## src/rtl/motor_ctrl_pkg.sv

```systemverilog
`default_nettype none
// ============================================================================
// motor_ctrl_pkg : shared duty width, speed levels and ramp state encoding
// Rev 1.0 : initial release
// ============================================================================
package motor_ctrl_pkg;

   localparam int DUTY_W     = 7;
   localparam int DUTY_MAX   = 100;
   localparam int LEVEL1_DEF = 35;
   localparam int LEVEL2_DEF = 70;
   localparam int LEVEL3_DEF = 100;

   typedef enum logic [1:0] {
      IDLE      = 2'd0,
      HOLD      = 2'd1,
      RAMP_UP   = 2'd2,
      RAMP_DOWN = 2'd3
   } ramp_state_t;

   // Out-of-range levels saturate so the duty command can never exceed full scale
   function automatic logic [DUTY_W-1:0] level_clamp(input int level);
      return (level > DUTY_MAX) ? DUTY_W'(DUTY_MAX) : DUTY_W'(level);
   endfunction

endpackage
`default_nettype wire

```

## src/rtl/ramp_tick_gen.sv

```systemverilog
`default_nettype none
// ============================================================================
// ramp_tick_gen : step-rate counter, one-cycle tick every PERIOD_CYC enabled cycles
// Rev 1.0 : initial release
// ============================================================================
module ramp_tick_gen #(
   parameter int unsigned PERIOD_CYC = 4
) (
   input  logic clk,
   input  logic reset_p,
   input  logic i_clear,
   input  logic i_enable,
   output logic o_tick
);

   localparam int unsigned        c_cnt_w = (PERIOD_CYC > 2) ? $clog2(PERIOD_CYC) : 1;
   localparam logic [c_cnt_w-1:0] c_last  = c_cnt_w'(PERIOD_CYC - 1);

   logic [c_cnt_w-1:0] r_cnt;

   always_ff @(posedge clk or posedge reset_p) begin
      if (reset_p)
         r_cnt <= '0;
      else if (i_clear || !i_enable || (r_cnt == c_last))
         r_cnt <= '0;
      else
         r_cnt <= r_cnt + c_cnt_w'(1);
   end

   // A clear restarts the full period, so a tick never lands on the clearing edge
   assign o_tick = i_enable && !i_clear && (r_cnt == c_last);

endmodule
`default_nettype wire

```

## src/rtl/motor_duty_ramp.sv

```systemverilog
`default_nettype none
// ============================================================================
// motor_duty_ramp : button-driven speed mode with slew-limited PWM duty command
// Optional idle auto-off: define MOTOR_DUTY_RAMP_AUTO_OFF_EN
// Rev 1.0 : initial release
// ============================================================================
module motor_duty_ramp
   import motor_ctrl_pkg::*;
#(
   parameter int unsigned RAMP_STEP_CYC    = 1_250_000,
   parameter int          LEVEL1           = LEVEL1_DEF,
   parameter int          LEVEL2           = LEVEL2_DEF,
   parameter int          LEVEL3           = LEVEL3_DEF,
   parameter logic [32:0] IDLE_TIMEOUT_CYC = 33'd7_500_000_000
) (
   input  logic              clk,
   input  logic              reset_p,
   input  logic              btn_mode_ne,
   input  logic              btn_stop_ne,
   output logic [DUTY_W-1:0] duty,
   output logic [1:0]        mode,
   output logic              ramping,
   output logic              at_target
);

   localparam logic [DUTY_W-1:0] c_level1 = level_clamp(LEVEL1);
   localparam logic [DUTY_W-1:0] c_level2 = level_clamp(LEVEL2);
   localparam logic [DUTY_W-1:0] c_level3 = level_clamp(LEVEL3);

   logic [1:0]        r_mode;
   logic [DUTY_W-1:0] r_duty;
   logic [DUTY_W-1:0] w_target;
   ramp_state_t       r_state;
   ramp_state_t       w_state_next;
   logic              r_ramping;
   logic              r_at_target;
   logic              w_ramping_next;
   logic              w_auto_off;
   logic              w_mode_change;
   logic              w_tick;

   always_comb begin
      w_target = '0;
      case (r_mode)
         2'd1:    w_target = c_level1;
         2'd2:    w_target = c_level2;
         2'd3:    w_target = c_level3;
         default: w_target = '0;
      endcase
   end

   assign w_mode_change = btn_mode_ne | btn_stop_ne | w_auto_off;

   ramp_tick_gen #(
      .PERIOD_CYC (RAMP_STEP_CYC)
   ) u_tick (
      .clk      (clk),
      .reset_p  (reset_p),
      .i_clear  (w_mode_change),
      .i_enable (r_duty != w_target),
      .o_tick   (w_tick)
   );

`ifdef MOTOR_DUTY_RAMP_AUTO_OFF_EN
   localparam logic [32:0] c_idle_last = IDLE_TIMEOUT_CYC - 33'd1;

   logic [32:0] r_idle_cnt;

   always_ff @(posedge clk or posedge reset_p) begin
      if (reset_p)
         r_idle_cnt <= '0;
      else if (btn_mode_ne || btn_stop_ne || (r_mode == 2'd0) || w_auto_off)
         r_idle_cnt <= '0;
      else
         r_idle_cnt <= r_idle_cnt + 33'd1;
   end

   assign w_auto_off = (r_mode != 2'd0) && (r_idle_cnt == c_idle_last)
                       && !btn_mode_ne && !btn_stop_ne;
`else
   logic w_unused_timeout;
   assign w_unused_timeout = ^IDLE_TIMEOUT_CYC;
   assign w_auto_off       = 1'b0;
`endif

   // Stop outranks a simultaneous mode pulse
   always_ff @(posedge clk or posedge reset_p) begin
      if (reset_p)
         r_mode <= 2'd0;
      else if (btn_stop_ne || w_auto_off)
         r_mode <= 2'd0;
      else if (btn_mode_ne)
         r_mode <= r_mode + 2'd1;
   end

   // Direction comes from the registered state; the tick is always at least one
   // cycle behind any target change, so the state has already caught up
   always_ff @(posedge clk or posedge reset_p) begin
      if (reset_p)
         r_duty <= '0;
      else if (btn_stop_ne)
         r_duty <= '0;
      else if (w_tick) begin
         if ((r_state == RAMP_UP) && (r_duty < w_target))
            r_duty <= r_duty + DUTY_W'(1);
         else if ((r_state == RAMP_DOWN) && (r_duty > w_target))
            r_duty <= r_duty - DUTY_W'(1);
      end
   end

   always_comb begin
      w_state_next   = IDLE;
      w_ramping_next = 1'b0;
      if (r_duty < w_target) begin
         w_state_next   = RAMP_UP;
         w_ramping_next = 1'b1;
      end else if (r_duty > w_target) begin
         w_state_next   = RAMP_DOWN;
         w_ramping_next = 1'b1;
      end else if (r_duty != '0) begin
         w_state_next   = HOLD;
      end
   end

   always_ff @(posedge clk or posedge reset_p) begin
      if (reset_p) begin
         r_state     <= IDLE;
         r_ramping   <= 1'b0;
         r_at_target <= 1'b1;
      end else begin
         r_state     <= w_state_next;
         r_ramping   <= w_ramping_next;
         r_at_target <= !w_ramping_next;
      end
   end

   assign duty      = r_duty;
   assign mode      = r_mode;
   assign ramping   = r_ramping;
   assign at_target = r_at_target;

endmodule
`default_nettype wire

```

## config.mk

```make
export PLATFORM = sky130hd
export DESIGN_NAME = motor_duty_ramp
export DESIGN_NICKNAME = d
export VERILOG_FILES = /design/src/rtl/motor_ctrl_pkg.sv /design/src/rtl/ramp_tick_gen.sv /design/src/rtl/motor_duty_ramp.sv
export SDC_FILE = /design/constraint.sdc
export NUM_CORES = 1
export LEC_CHECK = 0
export ABC_AREA = 1
export CORE_ASPECT_RATIO = 0.6
export CORE_UTILIZATION = 40
export DETAILED_ROUTE_END_ITERATION = 10
export SYNTH_ARGS = -nofsm -noshare
export SYNTH_HDL_FRONTEND = slang
export SYNTH_HIERARCHICAL = 1
export SYNTH_SLANG_ARGS = --single-unit
```

## constraint.sdc

```tcl
create_clock -name clk -period 3.3 [get_ports clk]
set_input_delay 0.33 -clock clk [delete_from_list [all_inputs] [get_ports clk]]
set_output_delay 0.33 -clock clk [all_outputs]
set_load 0.1 [all_outputs]
```

==> results_dict.tcl <==
set metrics [dict create \
    status "completed" \
    place_area_sq_um 2590 \
    first_pass_iters 4 \
    grt_max_degree 22 \
    drv_slew 0 \
    route.met3.wl_um 282 \
    ir_drop_mv 0.762 \
    fin_nets 351 \
    fin_setup_tns_ps 0 \
    antenna_found_initial 0 \
    htree_num_levels 2 \
    drt_wl_total_um 5320 \
    worst_pin_slew_ps 999 \
    die_w_um 101 \
    max-cap-violations 0 \
    yosysWarningCount 6 \
    drive_gt1_share_pct 13.6 \
    skew_ps 7.07 \
    synth-async-reset-ratio_pct 100 \
    rsz0062_at_grt "false" \
    clock-sinks 33 \
    p_per_area_nw_per_um2 766 \
    insertion_delay_ps 290 \
    critPathMaxFanout 10 \
    post_cts_buffers 0 \
    die-area_sq_um 6240 \
    cts_buffer_depth 2 \
    synth_cells 310 \
    synth_fp_nets 332 \
    place.gp.congestion 0.841 \
    p_sw_uw 996 \
    cpPeakStageDelay_ps 400 \
    dr_wl_met2_um 1760 \
    syn_area_sq_um 2370 \
    ys.flop_type "dfrtp_1" \
    arrival_ps 3130 \
    max_freq_ghz 0.340 \
    crit_slowest_cell "dfrtp_2" \
    clkTransAtPathRegs_ps 70 \
    first_iter_violations 169 \
    dr.max_layer_used "met4" \
    grt_pass1_wl_um 8840 \
    coreArea_sq_um 5650 \
    hold_violations 0 \
    internal_power_mw 1.08 \
    period_needed_ps 2950 \
    whs_ps 418 \
    num_vias 1962 \
    rows 21 \
    finish.instance_area_sq_um 2710 \
    final_util_pct 47.9 \
    drtAntennaViolNets 0 \
    portBuffers 14 \
    n_antenna_cell 0 \
    maxSlewHeadroom_pct 33.2 \
    ios 15 \
    cts_hold_buf 0 \
    ys_seq_area_share_pct 35.0 \
    overflow 0 \
    post_drt_wl_per_cell_um 13.0 \
    power_leakage_nw 1.20 \
    drc 0 \
    end_kind "flip-flop" \
    viasPerCell 4.79 \
    cp.required_ps 3490 \
    seqPwrFrac_pct 25.1 \
    grt_usage_pct 19.6 \
    syn_to_final_growth_pct 14.4 \
    worstPathCellList "inv_1, ha_1, nor2_1, ha_1, nand2_1, nand2_4, nor2_4, nand3_4, ha_1, a21oi_1, o21ai_0, nor2_1, inv_1, nand3_1, nand2_1, nor2_1, nor2_1" \
    cp-start-kind "flip-flop" \
    min_path_type "in -> async" \
    fin_crit_sh_pct 89.3 \
    clkPwrFrac_pct 19.6 \
    synth_edf_count 0 \
    ys_ff_latch 33 \
    synth.distinct_cells 28 \
    switching_share_pct 48.0 \
    dieHeight_um 61.6 \
    cts_tree "done" \
    cts_buffers 5 \
    grt_pass1_vias 1733 \
    path_class "reg -> reg" \
    setup_violations 0 \
    cpMostUsedCell "nor2_1" \
    place_hpwl_um 4240 \
    start_util_pct 41.9 \
    cts_resized 0 \
    cts_root_buf "clkbuf_8" \
    p_comb_share_pct 55.4 \
    wl_met1_um 3250 \
    syn_area_per_cell_sq_um 7.63 \
]
[layer usage]
metal	vias up	track usage, %
met5	-	0
met4	0	4.35
met3	4	5.45
met2	42	23.1
met1	899	32.7
li1	1017	-
[power groups by stage]
stage / Clock, mW / Combinational [mW] / Sequential [mW]
after floorplan: 0 / 0.697 / 0.747
final: 0.405 / 1.15 / 0.520
after global placement: 0 / 1.14 / 0.529
after detailed placement: 0 / 1.15 / 0.527
after global routing: 0.437 / 1.28 / 0.528
after CTS: 0.419 / 1.15 / 0.520
[cells by family after synthesis]
family	after synthesis	share of synthesized area, %
AND/OR/NAND/NOR	187	38.4
buffers and inverters	41	7.14
flip-flops	33	35.0
adder cells (fa/ha/maj)	18	9.84
AO/OA/AOI/OAI	16	4.12
XOR/XNOR	15	5.55
[placed cells by master, fill, tap and decap left out, types with 2 or more instances in the layout]
master / n
nand4_1: 6
nand3_1: 25
ha_1: 17
nand2_2: 10
inv_1: 39
o21bai_1: 2
nor2_4: 6
nor2_2: 8
o21ai_0: 4
nand2_4: 4
clkdlybuf4s50_1: 14
clkbuf_8: 6
dfrtp_1: 30
a21oi_1: 5
xnor2_1: 7
nor2_1: 49
nor3_2: 2
nand2_1: 69
xor2_1: 8
dfrtp_2: 2
nor3_1: 3
o21ai_1: 3
or2_2: 2
[Yosys cell counts, types with 2 or more instances]
| cell type | n | area share [%] |
|---|---|---|
| o21bai_1 | 2 | 0.63 |
| inv_1 | 39 | 6.2 |
| buf_6 | 2 | 0.95 |
| nand3_1 | 25 | 5.3 |
| nand4_1 | 6 | 1.6 |
| nand2_1 | 69 | 11 |
| or2_2 | 2 | 0.53 |
| xnor2_1 | 7 | 2.6 |
| ha_1 | 17 | 9.0 |
| nor3_2 | 2 | 0.85 |
| nor2_1 | 49 | 7.8 |
| nor3_1 | 3 | 0.63 |
| o21ai_1 | 3 | 0.63 |
| o21ai_0 | 4 | 0.85 |
| a21oi_1 | 5 | 1.1 |
| nor2_2 | 8 | 2.1 |
| nor2_4 | 6 | 2.9 |
| nand2_4 | 4 | 1.9 |
| xor2_1 | 8 | 3.0 |
| nand2_2 | 10 | 2.6 |
| dfrtp_1 | 32 | 34 |
[final cells by class]
type | instances | area [sq um]
Tap cell | 80 | 100
Multi-Input combinational cell | 236 | 1370
Inverter | 39 | 146
Fill cell | 572 | 2940
Sequential cell | 33 | 830
Clock inverter | 2 | 37.5
Clock buffer | 6 | 82.6
Timing Repair Buffer | 14 | 140
[worst max-delay path: cells and delay by family (launching register included)]
family	cells	cell delay [ps]
DFF	1	400
AOI/OAI and AO/OA	2	300
adders and majority gates	3	880
and+or+nand+nor	10	1110
buffers and inverters	2	150
[final timing paths]
path                                      start               to  cells past startpoint  slack [ps]
worst min register to register  u_tick/r_cnt[0]  u_tick/r_cnt[0]                      1         540
worst min-delay path                    reset_p          duty[2]                      2         420
min in group clk                u_tick/r_cnt[0]  u_tick/r_cnt[0]                      1         540
worst max register to register          mode[0]          duty[6]                     17         350
max in group asynchronous               reset_p  u_tick/r_cnt[2]                      2        2240
worst max-delay path                    mode[0]          duty[6]                     17         350
[flip-flops by register name (all words and copies together) (netlist names)]
signal and count:
ramping 1, duty 7, at_target 1, mode 2, u_tick/r_cnt 21, r_state 1
[metrics by stage]
step / power [mW] / setup WS (ps) / std cells
3_3_place_gp: 1.67 / 452 / 402
2_1_floorplan: 1.44 / 229 / 310
4_1_cts: 2.09 / 353 / 410
3_5_place_dp: 1.68 / 355 / 402
6_report: 2.07 / 355 / 410
5_1_grt: 2.24 / 22.0 / 410
Note: power is estimated with default switching activity, not from simulation.
